==> config.mk <==
export PLATFORM = sky130hd
export DESIGN_NAME = bf16_pow2_upscale
export DESIGN_NICKNAME = d
export VERILOG_FILES = /design/src/rtl/bf16_pow2_upscale.sv
export SDC_FILE = /design/constraint.sdc
export NUM_CORES = 1
export LEC_CHECK = 0
export BUFFER_PORTS_ARGS = -buffer_cell sky130_fd_sc_hd__buf_4
export CAP_MARGIN = 20
export CORE_ASPECT_RATIO = 1.2
export CORE_MARGIN = 2
export CORE_UTILIZATION = 45
export CTS_CLUSTER_SIZE = 14
export DETAILED_ROUTE_END_ITERATION = 10
export HOLD_SLACK_MARGIN = 0.03
export PLACE_DENSITY = 0.68
export SETUP_SLACK_MARGIN = 0.4
export SYNTH_ARGS = -nofsm -noshare
export SYNTH_HDL_FRONTEND = slang
export SYNTH_SLANG_ARGS = --single-unit
==> constraint.sdc <==
create_clock -name clk -period 4.1 [get_ports clk]
set_input_delay 0.41 -clock clk [delete_from_list [all_inputs] [get_ports clk]]
set_output_delay 0.41 -clock clk [all_outputs]
set_load 0.02 [all_outputs]
==> src/rtl/bf16_pow2_upscale.sv <==
// Streaming bf16 power-of-two scaler: out = in * 2^shift_amt over a two-stage
// valid/ready pipeline, with overflow/underflow flags and saturating event counters.
module bf16_pow2_upscale #(
   parameter int EXP_SIZE      = 8,
   parameter int MANTISSA_SIZE = 7,
   parameter int SHIFT_W       = 8,
   parameter int CNT_W         = 16
) (
   input  logic                              clk,
   input  logic                              rst_n,
   input  logic                              in_valid,
   output logic                              in_ready,
   input  logic [EXP_SIZE+MANTISSA_SIZE:0]   in_data,
   input  logic signed [SHIFT_W-1:0]         shift_amt,
   output logic                              out_valid,
   input  logic                              out_ready,
   output logic [EXP_SIZE+MANTISSA_SIZE:0]   out_data,
   output logic                              out_ovf,
   output logic                              out_unf,
   input  logic                              cnt_clr,
   output logic [CNT_W-1:0]                  ovf_count,
   output logic [CNT_W-1:0]                  unf_count
);

   localparam int DW    = 1 + EXP_SIZE + MANTISSA_SIZE;
   localparam int SUM_W = ((EXP_SIZE > SHIFT_W) ? EXP_SIZE : SHIFT_W) + 2;
   localparam logic signed [SUM_W-1:0] SUM_INF  = SUM_W'((1 << EXP_SIZE) - 1);
   localparam logic signed [SUM_W-1:0] SUM_ZERO = '0;

   typedef struct packed {
      logic                     sign;
      logic [EXP_SIZE-1:0]      exp;
      logic [MANTISSA_SIZE-1:0] man;
      logic                     is_zero;
      logic                     is_special;
      logic [SUM_W-1:0]         sum;
   } s1_t;

   logic [2:1]        vld_pipe;
   logic              s1_advance;
   logic              out_hs;
   s1_t               s1_d, s1_q;
   logic [DW-1:0]     res_data;
   logic              res_ovf, res_unf;
   logic signed [SUM_W-1:0] s1_sum;

   assign s1_advance = !vld_pipe[2] || out_ready;
   assign in_ready   = !vld_pipe[1] || s1_advance;
   assign out_valid  = vld_pipe[2];
   assign out_hs     = vld_pipe[2] && out_ready;

   always_comb begin
      s1_d            = '0;
      s1_d.sign       = in_data[DW-1];
      s1_d.exp        = in_data[DW-2:MANTISSA_SIZE];
      s1_d.man        = in_data[MANTISSA_SIZE-1:0];
      s1_d.is_zero    = (s1_d.exp == '0);
      s1_d.is_special = &s1_d.exp;
      s1_d.sum        = $signed({{(SUM_W-EXP_SIZE){1'b0}}, s1_d.exp})
                      + $signed({{(SUM_W-SHIFT_W){shift_amt[SHIFT_W-1]}}, shift_amt});
   end

   assign s1_sum = $signed(s1_q.sum);

   // Zero/denormal and Inf/NaN take priority over the range checks on the sum.
   always_comb begin
      res_data = {s1_q.sign, s1_sum[EXP_SIZE-1:0], s1_q.man};
      res_ovf  = 1'b0;
      res_unf  = 1'b0;
      if (s1_q.is_zero) begin
         res_data = {s1_q.sign, {(DW-1){1'b0}}};
      end else if (s1_q.is_special) begin
         res_data = {s1_q.sign, s1_q.exp, s1_q.man};
      end else if (s1_sum >= SUM_INF) begin
         res_data = {s1_q.sign, {EXP_SIZE{1'b1}}, {MANTISSA_SIZE{1'b0}}};
         res_ovf  = 1'b1;
      end else if (s1_sum <= SUM_ZERO) begin
         res_data = {s1_q.sign, {(DW-1){1'b0}}};
         res_unf  = 1'b1;
      end
   end

   always_ff @(posedge clk) begin
      if (!rst_n) begin
         vld_pipe <= '0;
         s1_q     <= '0;
         out_data <= '0;
         out_ovf  <= 1'b0;
         out_unf  <= 1'b0;
      end else begin
         if (in_ready) vld_pipe[1] <= in_valid;
         if (in_valid && in_ready) s1_q <= s1_d;
         if (s1_advance) begin
            vld_pipe[2] <= vld_pipe[1];
            if (vld_pipe[1]) begin
               out_data <= res_data;
               out_ovf  <= res_ovf;
               out_unf  <= res_unf;
            end
         end
      end
   end

   // Clear wins over a same-cycle increment; counts stick at all-ones.
   always_ff @(posedge clk) begin
      if (!rst_n || cnt_clr) begin
         ovf_count <= '0;
         unf_count <= '0;
      end else begin
         if (out_hs && out_ovf && !(&ovf_count)) ovf_count <= ovf_count + CNT_W'(1);
         if (out_hs && out_unf && !(&unf_count)) unf_count <= unf_count + CNT_W'(1);
      end
   end

endmodule

==> Implementation_results.wiki <==
{| class="wikitable"
! Metric !! Value
|-
| Seq cells post-synth || 80
|-
| Max clock buf depth || 2
|-
| Number of antenna diodes || 0
|-
| Global-route wire length before repair || 13,900 um
|-
| Proportion of layout cells with a drive suffix above 1 || 20.3%
|-
| Slack of the worst reg-to-reg path || 2.09 ns
|-
| Worst clock skew on the final layout || 0.00805 ns
|-
| Status || finished clean
|-
| Maxcap violations || 0
|-
| Data required time of the critical path || 4.34 ns
|-
| Number of fill cells || 751
|-
| GRT Total Usage || 19.0%
|-
| Worst max-slew margin expressed relative to the limit || 35.2%
|-
| Via count of the first global-routing pass || 3,053
|-
| Detail Route Antenna Nets || 0
|-
| CTS H-Tree Depth || 3
|-
| First-pass iteration count of the detailed router || 4
|-
| Count of final hold-check violations || 0
|-
| Peak supply drop || 0.211 mV
|-
| Buffers and inverters on the worst path || 0
|-
| Largest cells by area after synthesis || dfxtp_1 (42%), nand2_1 (5.9%), nor2_1 (5.9%)
|-
| Leakage power figure || 0.00186 uW
|-
| Reg2reg end || s1_sum[9]$_SDFFE_PN0P_
|-
| Number of standard-cell rows in the floorplan || 36
|-
| Synthesized Nets || 498
|-
| Die H || 104 um
|-
| Fraction of the yosys area taken by sequential cells || 42.5%
|-
| Number of instances on the worst hold path || 3
|-
| Launch instance of the worst register-to-register path || vld_pipe[2]$_SDFFE_PN0P_
|-
| Count of warnings emitted by yosys || 0
|-
| Largest net degree at the start of global routing || 38
|-
| Worst path arrival time || 2.25 ns
|-
| Area taken by multi-input logic gates || 2030 um^2
|-
| Cell type with the highest occurrence count on the critical path || nand3b_1
|-
| Final Hold Slack || 0.292 ns
|-
| Crit path cell chain || nand3b_1 -> nand2_1 -> nor3_1 -> a21boi_0 -> nand3b_1
|-
| Top cells by instance count after synthesis || dfxtp_1 (80), nand2_1 (59), nor2_1 (59)
|-
| Maximum clock frequency || 497 MHz
|-
| Worst Hold Endpoint || s1_q[17]$_SDFFE_PN0P_
|-
| Post-CTS setup buffers || 0
|-
| Final global-route overflow total || 0
|-
| Critical-path cell with the highest stage delay || nand2_1
|-
| Post-detailed-route DRC marker count || 0
|-
| Launch instance of the worst min-delay path || in_data[5]
|-
| Capturing element type of the critical path || register
|-
| Wire length per cell after detailed routing || 13.9 um
|-
| Cell area after synthesis || 3770 um^2
|-
| Top cell type's share of synthesized area || 42.5%
|-
| Synthesized netlist cell count || 457
|-
| Most instantiated flip-flop cell in the synthesis netlist || dfxtp_1
|-
| Clock sink total || 80
|-
| Count leader, synth || dfxtp_1
|-
| Die Outline Area || 9130 um^2
|-
| CTS tree || yes
|-
| Total wire length after detailed routing || 8710 um
|-
| Max Transition Viols Final || 0
|-
| Critical path's top delay family || simple AND/OR/NAND/NOR gates
|-
| Final worst path period need || 2.01 ns
|-
| Post-cts resize count || 0
|-
| Half-perimeter wire length after detailed placement || 6290 um
|-
| Class of the tightest hold or removal check || input port to register
|-
| Critical Setup Path Class || register to register
|-
| Later-pin clock latency in the skew report || 0.36 ns
|-
| Routability congestion estimate || 0.873
|-
| Chip width || 87.6 um
|-
| CP startpoint kind || register
|-
| Average instance area after synthesis || 8.25 um^2
|-
| Starting utilization of the core area || 46.5%
|-
| Floorplan Core Area || 8110 um^2
|-
| RSZ-0062 raised after global routing || no
|-
| Worst-margin pin slew || 0.969 ns
|-
| Number of antenna violations at the first check in global routing || 0
|-
| Clock transition time at the flip-flop clock pins of the worst setup and hold paths || 0.09 ns
|-
| Detailed-route vias per instance || 5.41
|-
| Cell taking the most area after synthesis || dfxtp_1
|-
| Area added between synthesis and finish || 23.0%
|-
| CTS Hold Buffers Added || 0
|-
| Post-route clock period utilization || 49.1%
|-
| Clk Tree Root Cell || clkbuf_8
|-
| Share of synthesized registers carrying an async set or reset || 0%
|-
| Clock buffer count from CTS || 9
|-
| Violation count after the first detailed-route iteration || 104
|-
| Power per standard cell area || 346 nW/um^2
|-
| Input/output buffers || 80
|-
| Combined flip-flop and latch cell area || 1600 um^2
|-
| Number of distinct library cell variants in the gate-level netlist after synthesis || 52
|-
| Maximum fanout encountered on the critical timing path || 30
|-
| Total number of vias || 3,396
|-
| Final Power || 1600 uW
|-
| Number of cells on the worst reg-to-reg path || 5
|-
| Post-synth EDFFs || 0
|-
| Number of endpoints failing setup at the final stage || 0
|-
| Sum of negative setup slack || 0 ns
|-
| Biggest cell delay along the critical path || 0.75 ns
|-
| Ports || 81
|-
| Nets || 569
|}
[stage by stage]
step	utilization [%]	cells	setup WS, ns	cell area [um^2]
final	57.2	628	2.09	4640
after global routing	57.2	628	1.95	4640
after CTS	57.2	628	2.11	4640
after detailed placement	54.6	612	2.00	4430
after floorplan	-	457	2.24	3770
after global placement	54.3	611	2.05	4400
[placed cells by master, fill, tap and decap left out, types with 4 or more instances in the layout]
cell type  synthesis  routed
o211ai_1           5       5
or3_1              5       5
o2111ai_1          5       5
nor4_1             6       6
buf_4              0      82
a21oi_1           38      38
and4_1             5       5
a22o_1             7       7
nor3_1            18      18
clkbuf_8           0       9
xnor2_1           13      13
o21ai_0           12      12
nor2_1            59      59
a22oi_1            5       5
xor2_1            15      15
ha_1              11      11
inv_1             10      10
and3_1             9       9
nand3_1           17      17
nand2_1           59      59
clkinv_4           0       4
o31ai_1            5       5
dfxtp_1           80      80
nand4_1           11      11
[metal layers]
metal	global-route usage, %	routed length, um
met5	0	0
met4	8.57	193
met2	30.4	4060
met1	24.1	4050
met3	4.13	412
[state kept, by name, summed over array words and instances, names as in the netlist]
| register | count |
|---|---|
| vld_pipe | 2 |
| out_ovf | 1 |
| out_unf | 1 |
| s1_q | 18 |
| out_data | 16 |
| ovf_count | 16 |
| s1_sum | 10 |
| unf_count | 16 |
[tightest hold or removal path: stages]
cell and delay (ns):
buf_4 0.11, nand2_1 0.05, a21oi_1 0.05
[how the worst max path moves through the flow]
stage / start / to / cells after the start
after floorplan: in_data[10] / s1_sum[7]$_SDFFE_PN0P_ / 6
after global placement: in_data[10] / s1_sum[7]$_SDFFE_PN0P_ / 7
after detailed placement: out_ready / s1_sum[9]$_SDFFE_PN0P_ / 6
after CTS: vld_pipe[2]$_SDFFE_PN0P_ / s1_sum[9]$_SDFFE_PN0P_ / 5
after global routing: vld_pipe[2]$_SDFFE_PN0P_ / s1_sum[9]$_SDFFE_PN0P_ / 5
final: vld_pipe[2]$_SDFFE_PN0P_ / s1_sum[9]$_SDFFE_PN0P_ / 5
[final cells by class]
cell class / count / area share, %
multi-input combinational: 343 / 43.7
inverter: 11 / 0.891
timing repair buffer: 83 / 13.9
clock buffer: 9 / 2.67
sequential: 80 / 34.5
tap: 95 / 2.56
clock inverter: 7 / 1.75
[where the power goes]
part	internal [uW]	total (uW)	switching [uW]	leakage [uW]
combinational	79.4	182	103	0.00111
sequential	802	825	23.0	0.000651
clock	287	597	310	0.000100
[logic make-up (layout without fill, tap and decap cells)]
group / count (synthesis) / in the layout / synth area share [%]
compound gates: 93 / 93 / 15.7
xor+xnor: 28 / 28 / 6.51
mux: 3 / 3 / 0.797
flops: 80 / 80 / 42.5
buf+inv: 34 / 110 / 3.78
simple gates: 207 / 207 / 26.6
fa+ha+maj: 12 / 12 / 4.18
Note: power is estimated with default switching activity, not from simulation.
